<file path="src/rtl/pipe_fixed_point_acc.sv">
// Streaming framed fixed-point accumulator: exact input alignment, saturating
// accumulation, and per-frame re-quantisation with rounding and overflow flags.
module pipe_fixed_point_acc #(
    parameter int unsigned WII   = 8,
    parameter int unsigned WIF   = 8,
    parameter int unsigned WAI   = 16,
    parameter int unsigned WAF   = 8,
    parameter int unsigned WOI   = 8,
    parameter int unsigned WOF   = 4,
    parameter bit          ROOF  = 1'b1,
    parameter bit          ROUND = 1'b1
) (
    input  logic                   clk,
    input  logic                   rstn,
    input  logic                   i_en,
    input  logic                   i_first,
    input  logic                   i_last,
    input  logic                   i_sub,
    input  logic [WII+WIF-1:0]     in,
    output logic                   o_en,
    output logic [WOI+WOF-1:0]     out,
    output logic                   upflow,
    output logic                   downflow,
    output logic                   o_accsat
);
    localparam int unsigned WA = WAI + WAF;
    localparam int unsigned SW = WA + 1;
    localparam int unsigned WO = WOI + WOF;
    localparam int unsigned QW = WAI + WOF + 1;
    localparam int unsigned EW = (QW > WO) ? QW : WO;

    localparam logic [WA-1:0] ACC_MIN = WA'(1) << (WA - 1);
    localparam logic [WA-1:0] ACC_MAX = ~ACC_MIN;
    localparam logic [WO-1:0] OUT_MIN = WO'(1) << (WO - 1);
    localparam logic [WO-1:0] OUT_MAX = ~OUT_MIN;

    logic                 r1_v;
    logic                 r1_first;
    logic                 r1_last;
    logic                 r1_sub;
    logic signed [WA-1:0] r1_x;
    logic signed [WA-1:0] w_x_al;

    logic signed [WA-1:0] r_acc;
    logic                 r_fsat;
    logic                 r2_v;
    logic signed [WA-1:0] r2_sum;
    logic                 r2_sat;

    logic signed [SW-1:0] w_base;
    logic signed [SW-1:0] w_sum;
    logic                 w_ovf;
    logic signed [WA-1:0] w_clamped;
    logic                 w_fsat_nx;

    logic signed [QW-1:0] w_q;
    logic                 r3_v;
    logic signed [QW-1:0] r3_q;
    logic                 r3_sat;

    logic signed [EW-1:0] w_qe;
    logic [EW-WO:0]       w_hi;
    logic                 w_up;
    logic                 w_dn;
    logic [WO-1:0]        w_oval;

    logic                 r_oen;
    logic [WO-1:0]        r_out;
    logic                 r_up;
    logic                 r_dn;
    logic                 r_accsat;

    // Sign-extend the integer part and zero-pad the fraction: always exact
    assign w_x_al = WA'(signed'(in)) <<< (WAF - WIF);

    always_ff @(posedge clk) begin
        if (!rstn) begin
            r1_v     <= 1'b0;
            r1_first <= 1'b0;
            r1_last  <= 1'b0;
            r1_sub   <= 1'b0;
            r1_x     <= '0;
        end else begin
            r1_v <= i_en;
            if (i_en) begin
                r1_first <= i_first;
                r1_last  <= i_last;
                r1_sub   <= i_sub;
                r1_x     <= w_x_al;
            end
        end
    end

    // One guard bit makes base +/- x exact before clamping to the accumulator range
    always_comb begin
        w_base = SW'(r_acc);
        if (r1_first) begin
            w_base = '0;
        end
        if (r1_sub) begin
            w_sum = w_base - SW'(r1_x);
        end else begin
            w_sum = w_base + SW'(r1_x);
        end
        w_ovf     = w_sum[SW-1] ^ w_sum[SW-2];
        w_clamped = w_sum[SW-2:0];
        if (w_ovf) begin
            w_clamped = w_sum[SW-1] ? ACC_MIN : ACC_MAX;
        end
        w_fsat_nx = w_ovf | (r_fsat & ~r1_first);
    end

    always_ff @(posedge clk) begin
        if (!rstn) begin
            r_acc  <= '0;
            r_fsat <= 1'b0;
            r2_v   <= 1'b0;
            r2_sum <= '0;
            r2_sat <= 1'b0;
        end else begin
            r2_v <= r1_v & r1_last;
            if (r1_v) begin
                r_acc  <= w_clamped;
                r_fsat <= w_fsat_nx;
            end
            if (r1_v && r1_last) begin
                r2_sum <= w_clamped;
                r2_sat <= w_fsat_nx;
            end
        end
    end

    // Fraction re-quantisation; the extra top bit absorbs the rounding carry
    generate
        if (WOF >= WAF) begin : g_pad
            assign w_q = QW'(r2_sum) <<< (WOF - WAF);
        end else begin : g_drop
            localparam int unsigned SH = WAF - WOF;
            localparam logic signed [SW-1:0] HALF = ROUND ? (SW'(1) <<< (SH - 1)) : '0;
            assign w_q = QW'((SW'(r2_sum) + HALF) >>> SH);
        end
    endgenerate

    always_ff @(posedge clk) begin
        if (!rstn) begin
            r3_v   <= 1'b0;
            r3_q   <= '0;
            r3_sat <= 1'b0;
        end else begin
            r3_v <= r2_v;
            if (r2_v) begin
                r3_q   <= w_q;
                r3_sat <= r2_sat;
            end
        end
    end

    // In range iff every bit above the output sign bit matches it
    always_comb begin
        w_qe   = EW'(r3_q);
        w_hi   = w_qe[EW-1:WO-1];
        w_up   = 1'b0;
        w_dn   = 1'b0;
        if (!((&w_hi) || !(|w_hi))) begin
            w_up = ~w_hi[EW-WO];
            w_dn = w_hi[EW-WO];
        end
        w_oval = w_qe[WO-1:0];
        if (ROOF && w_up) begin
            w_oval = OUT_MAX;
        end else if (ROOF && w_dn) begin
            w_oval = OUT_MIN;
        end
    end

    always_ff @(posedge clk) begin
        if (!rstn) begin
            r_oen    <= 1'b0;
            r_out    <= '0;
            r_up     <= 1'b0;
            r_dn     <= 1'b0;
            r_accsat <= 1'b0;
        end else begin
            r_oen <= r3_v;
            if (r3_v) begin
                r_out    <= w_oval;
                r_up     <= w_up;
                r_dn     <= w_dn;
                r_accsat <= r3_sat;
            end
        end
    end

    assign o_en     = r_oen;
    assign out      = r_out;
    assign upflow   = r_up;
    assign downflow = r_dn;
    assign o_accsat = r_accsat;

endmodule
</file>
<file path="config.mk">
export PLATFORM = sky130hd
export DESIGN_NAME = pipe_fixed_point_acc
export DESIGN_NICKNAME = d
export VERILOG_FILES = /design/src/rtl/pipe_fixed_point_acc.sv
export SDC_FILE = /design/constraint.sdc
export NUM_CORES = 1
export LEC_CHECK = 0
export CAP_MARGIN = 20
export CORE_MARGIN = 2
export CORE_UTILIZATION = 30
export CTS_BUF_LIST = sky130_fd_sc_hd__clkbuf_8
export DETAILED_ROUTE_END_ITERATION = 7
export SLEW_MARGIN = 20
export SYNTH_ARGS = -nofsm -noshare
export SYNTH_HDL_FRONTEND = slang
export SYNTH_SLANG_ARGS = --single-unit
export TNS_END_PERCENT = 100
</file>
<file path="constraint.sdc">
create_clock -name clk -period 8.6 [get_ports clk]
set_clock_uncertainty 0.1 [all_clocks]
set_input_delay 1.72 -clock clk [delete_from_list [all_inputs] [get_ports clk]]
set_output_delay 1.72 -clock clk [all_outputs]
set_load 0.02 [all_outputs]
</file>
==> run_results.csv, run 1 <==
group,metric,value,unit
critical_path,crit_chain,"or4_4 > nor4b_4 > a31oi_1 > xnor2_1 > ha_1 > a211oi_1 > nand2_1 > o2111ai_1 > o211ai_1 > a21oi_1 > xor2_4 > maj3_2 > a21oi_1",
logic_synthesis,ys.flop_type,"dfxtp_1",
critical_path,critical-path-top-delay-family,"compound AO/OA/AOI/OAI gates",
logic_synthesis,syn_nets,787,
detailed_routing,via_per_inst,4.93,
grt,grt_pass1_vias,4465,
grt,grt_max_degree,62,
layout,fin_util,34.4,%
floorplanning,die_x,147,um
sta,setup_viol,0,
run_status,status,"finished clean",
critical_path,cp_common_cell,"a21oi_1",
logic_synthesis,synthCells,738,
detailed_routing,drtIter0Drc,316,
place,gp_congestion,0.908,
sta,layout_setup_ws,3.95,ns
floorplanning,core_region_area,20100,um2
clocking,clk-insertion-delay-late,0.38,ns
logic_synthesis,ys_ff_latch,107,
logic_synthesis,yosysUniqueCellTypes,55,
clocking,numCtsBuffers,9,
sta,rsz0062_at_grt,"false",
sta,max_freq,215,MHz
logic_synthesis,async_flop_share,0,%
layout,area_delta_synth_final,12.9,%
sta,maxSlewViolCount,0,
clocking,cts.repair.resized,0,
critical_path,crit_path_top_delay_cell,"xor2_4",
min_path,hp-class,"reg2reg",
layout,drive_gt1_share,6.70,%
floorplanning,die_h,147,um
critical_path,r2r_start,"r1_x[2]",
detailed_routing,first_pass_iters,4,
critical_path,worst-path-stages,13,
critical_path,startpoint_type,"flip-flop",
clocking,cts.sinks,107,
logic_synthesis,yosysMostFrequentCell,"dfxtp_1",
clocking,clk_pin_slew,0.11,ns
job,maxCapViolCount,0,
floorplanning,rows,52,
critical_path,cp.required,8.75,ns
logic_synthesis,synth_area_leaders,"dfxtp_1 35%, a21oi_1 7.9%, o21ai_0 5.9%",
layout,nets,790,
logic_synthesis,synth_area_leader_cell,"dfxtp_1",
floorplanning,dieArea,21600,um2
detailed_routing,drcViolationCount,0,
critical_path,worstSetupStartpoint,"r1_x[2]",
logic_synthesis,synth_edf_count,0,
logic_synthesis,synth_top_cells_by_count,"107 x dfxtp_1, 97 x a21oi_1, 75 x nor2_1, 72 x o21ai_0, 42 x clkbuf_1",
critical_path,critical_path_class,"reg2reg",
detailed_routing,drt-total-wl,13.7,mm
place,port_buffers,37,
clocking,post_cts_buffers,0,
power_and_ir_drop,cellPowerDensity,182,nW/um2
sta,layout_min_cycle_time,4.65,ns
grt,globalRoute.totalOverflow,0,
detailed_routing,num_vias,5006,
critical_path,rrSetupSlack,3.95,ns
floorplanning,initial_utilization,30.5,%
sta,finalHoldViolCount,0,
critical_path,cp-endpoint,"r_acc[10]",
power_and_ir_drop,vdd_drop_max,0.0902,mV
detailed_routing,ant_nets,0,
power_and_ir_drop,p_leak,2.50,nW
critical_path,r2r_end,"r_acc[10]",
place,dp_slack,3.67,ns
logic_synthesis,netlist_area,6120,um2
critical_path,cp_max_fo,21,
clocking,cts_buffer_depth,2,
logic_synthesis,yosysWarnings,0,
place,dp_hpwl,9.77,mm
layout,fill_cells,2092,
layout,diodes,0,
clocking,cts_hold_buf,0,
logic_synthesis,avgSynthCellArea,8.30,um2
critical_path,crit_buf_inv,0,
power_and_ir_drop,power,0.00126,W
critical_path,critPathMaxStageDelay,0.61,ns
critical_path,critPathCaptureType,"flip-flop",
sta,tightest_slew,0.966,ns
detailed_routing,wl_per_cell,13.5,um
grt,grt_antenna_before_repair,0,
floorplanning,io_pins,38,
grt,grt_pass1_wl,22.9,mm
critical_path,ff2ff_path_depth,13,
grt,grt_use_total,12.9,%
logic_synthesis,synth_top_area_share,35.0,%
sta,relSlewSlack,35.5,%
logic_synthesis,ys_seq_area_share,35.0,%
sta,fin_setup_tns,0,ns
sta,final.period_utilization,54.1,%
critical_path,cp_data_arrival_time,4.80,ns
clocking,cts_htree_levels,3,
clocking,cts_root_buf,"clkbuf_8",
clocking,cts_tree,"built",
cell families (layout without fill, tap and decap cells):
logic type | count (synthesis) | in the layout | synth area share, %
adders and majority gates | 48 | 48 | 9.46
DFF | 107 | 107 | 35.0
AOI/OAI and AO/OA | 237 | 237 | 22.2
muxes | 28 | 28 | 4.58
buffers and inverters | 62 | 70 | 4.09
xor gates and xnor gates | 57 | 57 | 8.15
and+or+nand+nor | 199 | 199 | 16.5
worst min-delay path by stage:
stage	from	to	slack [ns]	cells after the start
6_report	out[11]	out[11]	0.38	2
5_1_grt	out[11]	out[11]	0.41	2
4_1_cts	out[11]	out[11]	0.38	2
3_5_place_dp	out[11]	out[11]	0.36	2
3_3_place_gp	r_fsat	r_fsat	0.36	2
2_1_floorplan	r_fsat	r_fsat	0.34	2
cell usage in the layout (no fill, tap or decap), types with 28 or more instances in the layout:
cell / count
clkdlybuf4s50_1: 37
mux2i_1: 28
dfxtp_1: 107
nand2_1: 30
o21ai_0: 72
a21oi_1: 97
nor2_1: 75
xnor2_1: 30
metal layers:
| metal | track usage, % | vias up | part of all wire (%) |
|---|---|---|---|
| met4 | 1.80 | 0 | 0.35 |
| met5 | 0 | - | 0 |
| met2 | 18.4 | 86 | 42 |
| met3 | 2.67 | 4 | 4.4 |
| met1 | 20.1 | 2261 | 54 |
| li1 | - | 2655 | - |
worst min-delay path: stages (launching register included):
cell and delay [ns]:
dfxtp_1 0.33, nand2_1 0.06, a21oi_1 0.05
stage by stage:
stage | hold WS, ns | cells | area (um2)
floorplan | 0.344 | 738 | 6120
global placement | 0.364 | 1000 | 6690
detailed placement | 0.364 | 1000 | 6700
CTS | 0.381 | 1016 | 6900
global route | 0.407 | 1016 | 6920
finish | 0.377 | 1016 | 6920
power by group:
group	switching [W]	leakage, nW	internal (W)	total, W
logic	0.000226	1.52	0.000170	0.000397
registers	0.0000223	0.873	0.000517	0.000540
clock network	0.000183	0.105	0.000140	0.000323
flip-flops by register name (all words and copies together) (netlist names), 12 cells and up:
| signal | flops |
|---|---|
| r3_q | 21 |
| r_acc | 24 |
| out | 12 |
| r2_sum | 21 |
| r1_x | 16 |
area by class of cell:
class / instances / area (um2) / share of cell area [%]
Multi-Input combinational cell: 569 / 3770 / 54.5
Sequential cell: 107 / 2140 / 31.0
Timing Repair Buffer: 44 / 423 / 6.12
Tap cell: 270 / 338 / 4.89
Clock buffer: 9 / 124 / 1.79
Clock inverter: 7 / 81.3 / 1.18
Inverter: 10 / 37.5 / 0.543
Note: power is estimated with default switching activity, not from simulation.
==> inputs of run 2 (changes only) <==
==> constraint.sdc (replaced) <==
create_clock -name clk -period 4.84 [get_ports clk]
set_clock_uncertainty 0.1 [all_clocks]
set_input_delay 0.968 -clock clk [delete_from_list [all_inputs] [get_ports clk]]
set_output_delay 0.968 -clock clk [all_outputs]
set_load 0.02 [all_outputs]
==> run 2 against run 1 <==
Clock-buffer cell count is 1 higher. Via count decreased by 0.16%. Power increased by 80%. Largest cell class unchanged. Critical path type unchanged. Flip-flop and latch count did not move. First-iteration DRC count shrank 6.0%. Combinational power grew 80%. Sequential share of layout area fell by 0.050 points. Worst setup slack got worse by 3.4 ns. Sequential power grew 77%. Largest power group unchanged. Register-to-register slack got worse by 3.4 ns. Worst hold slack improved by 0.0064 ns. Fmax grew 9.5%. Highest routed layer unchanged.
==> run_results.csv, run 2 (same netlist as run 1, synthesis figures left out) <==
group,metric,value,unit
clocking,post_cts_buffers,0,
sta,setup_viol,0,
clocking,cts_root_buf,"clkbuf_8",
sta,max_freq,235,MHz
detailed_routing,via_per_inst,4.90,
layout,drive_gt1_share,7.34,%
floorplanning,io_pins,38,
sta,rsz0062_at_grt,"false",
clocking,cts_hold_buf,0,
sta,layout_min_cycle_time,4.25,ns
layout,multi_input_area,3750,um2
sta,maxSlewViolCount,0,
sta,relSlewSlack,39.4,%
layout,largestRegisters,"r_acc x24, r2_sum x21, r3_q x21",
clocking,cts_buffer_depth,2,
critical_path,cp.required,5.05,ns
grt,globalRoute.totalOverflow,0,
run_status,status,"finished clean",
grt,grt_pass1_vias,4569,
clocking,clk-insertion-delay-late,0.38,ns
layout,layout_commonest_cell,"dfxtp_1",
layout,nets,793,
layout,diodes,0,
detailed_routing,drt-total-wl,13.6,mm
clocking,cts.repair.resized,0,
floorplanning,dieArea,21600,um2
layout,area_delta_synth_final,13.1,%
floorplanning,rows,52,
detailed_routing,wl_per_cell,13.4,um
clocking,numCtsBuffers,9,
power_and_ir_drop,p_leak,2.51,nW
place,dp_slack,0.598,ns
layout,layout_common_cells,"107 x dfxtp_1, 97 x a21oi_1, 75 x nor2_1, 72 x o21ai_0, 36 x clkdlybuf4s50_1",
critical_path,cp_max_fo,22,
place,dp_hpwl,9.84,mm
critical_path,critPathCaptureType,"flip-flop",
sta,final.period_utilization,87.8,%
sta,fin_setup_tns,0,ns
floorplanning,die_h,147,um
floorplanning,die_x,147,um
layout,largest_register_ffs,24,
power_and_ir_drop,cellPowerDensity,327,nW/um2
place,port_buffers,37,
detailed_routing,ant_nets,0,
job,maxCapViolCount,0,
clocking,cts.sinks,107,
grt,grt_antenna_before_repair,0,
critical_path,critical_path_class,"reg2reg",
clocking,cts_htree_levels,3,
layout,register_area,2140,um2
sta,finalHoldViolCount,0,
detailed_routing,num_vias,4998,
floorplanning,initial_utilization,30.5,%
grt,grt_max_degree,61,
detailed_routing,drtIter0Drc,297,
place,gp_congestion,0.902,
detailed_routing,drcViolationCount,0,
grt,grt_pass1_wl,23.3,mm
sta,layout_setup_ws,0.592,ns
min_path,hp-class,"reg2reg",
clocking,clk_pin_slew,0.11,ns
clocking,cts_tree,"built",
layout,regMostFlops,"r_acc",
grt,grt_use_total,12.9,%
sta,tightest_slew,0.908,ns
power_and_ir_drop,vdd_drop_max,0.142,mV
critical_path,cp_data_arrival_time,4.46,ns
layout,fill_cells,2121,
floorplanning,core_region_area,20100,um2
critical_path,startpoint_type,"flip-flop",
detailed_routing,first_pass_iters,5,
## run 2: where the power goes
group / internal (W) / total (W) / switching (W)
logic: 0.000307 / 0.000714 / 0.000408
clock network: 0.000265 / 0.000599 / 0.000334
registers: 0.000920 / 0.000956 / 0.0000360
## run 2: path summary, 6_finish.rpt
path | depth (start not counted) | slack [ns] | to | from
worst min register to register | 2 | 0.38 | r_fsat | r_fsat
worst max-delay path | 16 | 0.59 | r_acc[4] | r1_x[2]
worst min-delay path | 2 | 0.38 | r_fsat | r_fsat
worst max register to register | 16 | 0.59 | r_acc[4] | r1_x[2]
## run 2: stage by stage
stage               power, W  hold slack (ns)  utilization, %  instances  area (um2)
floorplan            0.00153            0.344               -        738        6120
global placement     0.00169            0.355            33.4       1003        6710
detailed placement   0.00169            0.362            33.4       1003        6710
CTS                  0.00229            0.384            34.5       1019        6930
global route         0.00241            0.409            34.5       1019        6930
finish               0.00227            0.383            34.5       1019        6930
## run 2: layer usage
metal,up-vias,part of all wire [%],GRT usage (%)
met5,-,0,0
met4,0,1.0,2.48
met3,16,3.9,2.45
met2,108,40,18.3
met1,2226,55,20.2
li1,2648,-,-
## run 2: cell type report
type | count | area share [%]
sequential | 107 | 30.9
tap | 270 | 4.88
inverter | 10 | 0.542
clock buffer | 10 | 1.99
timing repair buffer | 47 | 6.36
multi-input combinational | 569 | 54.1
clock inverter | 6 | 1.21
## run 2: critical path, stage by stage, from the launching register on
cell,delay (ns)
dfxtp_1,0.37
or4_4,0.57
nor2_1,0.14
nand2_1,0.06
nor2_1,0.21
a21oi_1,0.20
mux2i_1,0.18
ha_1,0.35
a211oi_1,0.30
nor2_1,0.10
a211oi_1,0.34
nand2b_1,0.09
o21ai_1,0.28
xor2_2,0.11
buf_4,0.24
maj3_1,0.39
a21oi_1,0.15
